### src/rtl/hfu_pkg.sv
// Shared types and helpers for hazard_forward_unit.
// HFU_ZERO_REG_EN: when defined, register 0 never forwards or stalls.
package hfu_pkg;

  // Records carry rd at a fixed width; REG_AW of the unit must not exceed it.
  localparam int HFU_REC_AW  = 8;
  localparam int SEL_REGFILE = 0;

`ifdef HFU_ZERO_REG_EN
  localparam bit HFU_ZERO_REG = 1'b1;
`else
  localparam bit HFU_ZERO_REG = 1'b0;
`endif

  typedef struct packed {
    logic                  valid;
    logic [HFU_REC_AW-1:0] rd;
    logic                  wr;
    logic                  ld;
  } hfu_rec_t;

  function automatic int hfu_sel_w(input int fwd_stages);
    return $clog2(fwd_stages + 1);
  endfunction

endpackage

### src/rtl/hfu_match.sv
// One forwarding-select lane: youngest post-EX writer of rs wins.
// HFU_ZERO_REG_EN (via hfu_pkg) masks register 0.
module hfu_match
  import hfu_pkg::*;
#(
  parameter int REG_AW     = 3,
  parameter int FWD_STAGES = 2,
  parameter int LOAD_READY = 2,
  parameter int SEL_W      = 2
) (
  input  logic [REG_AW-1:0]            rs,
  input  hfu_rec_t [FWD_STAGES:1]      post,
  output logic [SEL_W-1:0]             sel
);

  logic rs_ok;
  assign rs_ok = !HFU_ZERO_REG || (rs != '0);

  // Scan oldest to youngest so the youngest hit overwrites; a not-yet-ready
  // load as youngest writer must yield the register file, never stale data.
  always_comb begin
    sel = SEL_W'(SEL_REGFILE);
    for (int k = FWD_STAGES; k >= 1; k--) begin
      if (rs_ok && post[k].valid && post[k].wr && post[k].rd == HFU_REC_AW'(rs))
        sel = (post[k].ld && k < LOAD_READY) ? SEL_W'(SEL_REGFILE) : SEL_W'(k);
    end
  end

endmodule

### src/rtl/hazard_forward_unit.sv
// Shadow pipeline of destination records driving EX forwarding and ID load-use stall.
// HFU_ZERO_REG_EN (via hfu_pkg) makes register 0 never match.
module hazard_forward_unit
  import hfu_pkg::*;
#(
  parameter int REG_AW     = 3,
  parameter int NUM_SRC    = 2,
  parameter int FWD_STAGES = 2,
  parameter int LOAD_READY = 2,
  parameter int CNT_W      = 16
) (
  input  logic                                         clk,
  input  logic                                         rst_n,
  input  logic                                         id_valid,
  input  logic [NUM_SRC-1:0][REG_AW-1:0]               id_rs,
  input  logic [NUM_SRC-1:0]                           id_rs_used,
  input  logic [REG_AW-1:0]                            id_rd,
  input  logic                                         id_reg_write,
  input  logic                                         id_is_load,
  input  logic                                         flush,
  input  logic                                         hold,
  input  logic [NUM_SRC-1:0][REG_AW-1:0]               ex_rs,
  output logic [NUM_SRC-1:0][hfu_sel_w(FWD_STAGES)-1:0] fwd_sel,
  output logic                                         stall,
  output logic [CNT_W-1:0]                             stall_cnt
);

  localparam int SEL_W = hfu_sel_w(FWD_STAGES);

  // stg[0] is EX, stg[k] is post-EX stage k
  hfu_rec_t [FWD_STAGES:0] stg;
  hfu_rec_t                id_rec;
  logic                    stall_hit;

  // A load at stage k reaches stage k+1 when its dependent reaches EX;
  // stall while that is still short of LOAD_READY.
  always_comb begin
    stall_hit = 1'b0;
    for (int i = 0; i < NUM_SRC; i++) begin
      for (int k = 0; k <= FWD_STAGES; k++) begin
        if (k + 1 < LOAD_READY && id_rs_used[i] &&
            (!HFU_ZERO_REG || id_rs[i] != '0) &&
            stg[k].valid && stg[k].ld && stg[k].wr &&
            stg[k].rd == HFU_REC_AW'(id_rs[i]))
          stall_hit = 1'b1;
      end
    end
  end

  assign stall = id_valid & ~hold & stall_hit;

  always_comb begin
    id_rec       = '0;
    id_rec.valid = id_valid & ~stall & ~flush;
    id_rec.rd    = HFU_REC_AW'(id_rd);
    id_rec.wr    = id_reg_write;
    id_rec.ld    = id_is_load;
  end

  always_ff @(posedge clk or negedge rst_n) begin
    if (!rst_n) begin
      stg <= '0;
    end else if (!hold) begin
      stg[0] <= id_rec;
      for (int k = 1; k <= FWD_STAGES; k++) stg[k] <= stg[k-1];
    end else if (flush) begin
      stg[0].valid <= 1'b0;
    end
  end

  always_ff @(posedge clk or negedge rst_n) begin
    if (!rst_n)                       stall_cnt <= '0;
    else if (stall && stall_cnt != '1) stall_cnt <= stall_cnt + 1'b1;
  end

  for (genvar g = 0; g < NUM_SRC; g++) begin : g_lane
    hfu_match #(
      .REG_AW(REG_AW), .FWD_STAGES(FWD_STAGES),
      .LOAD_READY(LOAD_READY), .SEL_W(SEL_W)
    ) u_match (
      .rs  (ex_rs[g]),
      .post(stg[FWD_STAGES:1]),
      .sel (fwd_sel[g])
    );
  end

endmodule

### config.mk
export PLATFORM = sky130hd
export DESIGN_NAME = hazard_forward_unit
export DESIGN_NICKNAME = d
export VERILOG_FILES = /design/src/rtl/hfu_pkg.sv /design/src/rtl/hfu_match.sv /design/src/rtl/hazard_forward_unit.sv
export SDC_FILE = /design/constraint.sdc
export NUM_CORES = 1
export LEC_CHECK = 0
export CAP_MARGIN = 20
export CORE_MARGIN = 4
export CORE_UTILIZATION = 29
export CTS_CLUSTER_DIAMETER = 80
export DETAILED_ROUTE_END_ITERATION = 10
export PLACE_DENSITY = 0.5
export SYNTH_ARGS = -nofsm -noshare
export SYNTH_HDL_FRONTEND = slang
export SYNTH_SLANG_ARGS = --single-unit
### constraint.sdc
create_clock -name clk -period 5.1 [get_ports clk]
set_input_delay 1.53 -clock clk [delete_from_list [all_inputs] [get_ports clk]]
set_output_delay 1.53 -clock clk [all_outputs]
set_load 0.05 [all_outputs]
==> results.py <==
metrics = {
    "placement": {
        "dp.final_hpwl_um": 2990,
        "post_dp_cell_area_mm2": 0.002291,
        "io_buffer_count": 44,
        "gp_congestion": 0.9029,
    },
    "flow_run": {
        "cap_violations": 0,
    },
    "layout": {
        "area_delta_synth_final_pct": 37.46,
        "multiInputGateArea_um2": 879.6,
        "nNetsFinal": 221,
        "fin_util_pct": 42.07,
        "drive_gt1_share_pct": 20.30,
        "seq_area_um2": 825.8,
        "antenna_cells": 0,
        "design_area_mm2": 0.002374,
        "fillCellCount": 541,
    },
    "setup_path": {
        "ff2ff_path_depth": 6,
        "critical-path-top-delay-family": "simple AND/OR/NAND/NOR gates",
        "required_ns": 3.57,
        "path_max_fanout": 2,
        "crit_path_top_delay_cell": "or4_1",
        "cp_num_buf_inv": 2,
        "startpoint_type": "primary input",
        "slowest_delay_ns": 0.54,
        "critPathKind": "in -> out",
        "end_kind": "output port",
        "arrival_ns": 3.06,
        "path_cells": "clkdlybuf4s50_1, xor2_1, or4_1, nor4b_1, buf_4",
        "worstSetupPathDepth": 5,
    },
    "routing": {
        "dr.pass1.iters": 4,
        "vias": 1271,
        "wirelength_um": 4006,
        "dr.first_iter.drc_count": 37,
        "post_drt_wl_per_cell_um": 14.89,
        "via_per_inst": 4.725,
        "antenna_left": 0,
        "drc": 0,
    },
    "die": {
        "io_pins": 45,
        "coreArea_mm2": 0.005642,
        "die_y_um": 85.16,
        "placementRows": 27,
        "die_area_mm2": 0.007252,
        "start_util_pct": 30.61,
        "die_w_um": 85.16,
    },
    "timing": {
        "timing.fmax_mhz": 218.0,
        "period_needed_ns": 4.587,
        "tightest_slew_ns": 0.5086,
        "slew_violations": 0,
        "rsz0062_at_grt": "no",
        "period_share_pct": 89.94,
        "hold_violations": 0,
        "hold_ws_ns": 0.5096,
        "finalSetupViolations": 0,
        "tns_ns": 0,
        "clock_skew_ns": 0.005084,
        "relSlewSlack_pct": 65.99,
    },
    "cts": {
        "root_buffer": "clkbuf_8",
        "clockBufferDepth": 2,
        "cts_max_level": 2,
        "numCtsBuffers": 5,
        "cts_hold_buf": 0,
        "clk_latency_ns": 0.28,
        "cts.repair.resized": 0,
        "post_cts_buffers": 0,
        "path_clk_slew_ns": 0.06,
        "clock-sinks": 33,
        "cts_tree": "built",
    },
    "worst_hold_path": {
        "whs_path_depth": 1,
        "min_path_type": "reg -> reg",
    },
    "power": {
        "irDropWorstVdd_mv": 0.09691,
        "power_leakage_nw": 0.9841,
        "power_density_mw_per_mm2": 243.0,
    },
    "synth": {
        "synth_edf_count": 0,
        "postSynthCellCount": 144,
        "yosysSeqAreaShare_pct": 47.83,
        "async_reset_ff_share_pct": 100.0,
        "yosys_warnings": 0,
        "ys.flop_type": "dfrtp_1",
        "ys_seq_elements": 33,
        "synthesis.nets": 169,
        "syn_area_mm2": 0.001727,
        "synth.distinct_cells": 28,
        "synth.avg_cell_area_um2": 11.99,
    },
    "global_routing": {
        "grt_pass1_wl_um": 6768,
        "grt_max_degree": 34,
        "antenna_found_initial": 0,
        "grt_use_total_pct": 11.86,
        "grt_pass1_vias": 1394,
        "grt_overflow": 0,
    },
    "run_status": {
        "outcome": "finished, final reports clean",
    },
}
metal layers:
| metal | global-route usage (%) | wire length (um) | vias to the layer above | share of wire (%) |
|---|---|---|---|---|
| met3 | 5.340 | 233 | 6 | 5.8 |
| met2 | 19.63 | 1962 | 33 | 49 |
| li1 | - | - | 619 | - |
| met5 | 0 | 0 | - | 0 |
| met4 | 3.022 | 36 | 0 | 0.90 |
| met1 | 13.99 | 1773 | 613 | 44 |
cells in the mapped netlist (2+ instances only):
cell	instances	area, um2
mux2_2	17	191.4
nand3_1	10	50.05
nor4b_1	2	17.52
nand2_1	4	15.01
buf_2	2	10.01
xor2_1	10	87.58
nor2_1	5	18.77
and2_1	2	12.51
mux2_1	2	22.52
nand4_1	9	56.30
nand3_2	2	20.02
xnor2_1	20	175.2
dfrtp_1	33	825.8
or4_1	2	15.01
and3_1	11	68.82
sequential cells by signal, indices dropped and copies added, names as in the netlist:
register,count
stall_cnt,16
stg,17
through the flow:
step | power [mW] | instances | worst slack (ns)
2_1_floorplan | 0.3531 | 144 | 0.1685
5_1_grt | 0.6117 | 269 | 0.4199
4_1_cts | 0.5879 | 269 | 0.5010
6_report | 0.5769 | 269 | 0.5130
3_5_place_dp | 0.3966 | 261 | 0.5066
3_3_place_gp | 0.3937 | 261 | 0.5640
final timing paths:
check	to	startpoint	slack, ns
max reg2reg	stall_cnt[1]	stall_cnt[0]	3.25
max in group asynchronous	stall_cnt[2]	rst_n	3.14
min reg2reg	stall_cnt[15]	stall_cnt[15]	0.51
min	stall_cnt[15]	stall_cnt[15]	0.51
min in group asynchronous	stg[4]	rst_n	1.65
max	fwd_sel[1]	ex_rs[2]	0.51
layout by cell type, fill, tap and decap left out:
master,netlist,routed
nor3_1,1,1
a21oi_1,1,1
nand3_2,2,2
xor2_1,10,10
a41oi_4,1,1
nand2_2,1,1
or4_1,2,2
nand4_1,9,9
nand2b_4,1,1
buf_12,0,3
nor4b_1,2,2
a21oi_4,1,1
clkbuf_8,0,5
and3_1,11,11
mux2_1,2,2
mux2_2,17,17
a31oi_1,1,1
and2_1,2,2
buf_4,0,6
ha_1,1,1
clkdlybuf4s50_1,0,39
nand3_1,10,10
nand2_1,4,4
clkinv_2,0,2
o21ai_0,1,1
nor2_1,5,5
xnor2_1,20,20
nor2b_1,1,1
nor3_4,1,1
clkbuf_1,0,1
dfrtp_1,33,33
a2bb2oi_1,1,1
layout make-up:
type,instances,area share [%]
timing repair buffer,48,20.88
clock buffer,6,3.057
clock inverter,2,0.4217
sequential,33,34.79
tap,72,3.795
multi-input combinational,108,37.06
logic make-up (layout without fill, tap and decap cells):
family | after synthesis | after routing | synth area share (%)
AO/OA/AOI/OAI | 6 | 6 | 3.986
XOR/XNOR | 30 | 30 | 15.22
adder cells (fa/ha/maj) | 1 | 1 | 0.7245
buffers and inverters | 3 | 56 | 1.232
flip-flops | 33 | 33 | 47.83
multiplexers | 19 | 19 | 12.39
AND/OR/NAND/NOR | 52 | 52 | 18.62
power breakdown:
group | leakage [nW] | switching, mW | total (mW) | internal, mW
logic | 0.512 | 0.0366 | 0.0887 | 0.0521
clock network | 0.0450 | 0.0922 | 0.187 | 0.0944
registers | 0.427 | 0.0207 | 0.302 | 0.281
total | 0.984 | 0.149 | 0.577 | 0.427
No activity file was read; power rests on OpenSTA's default activity.
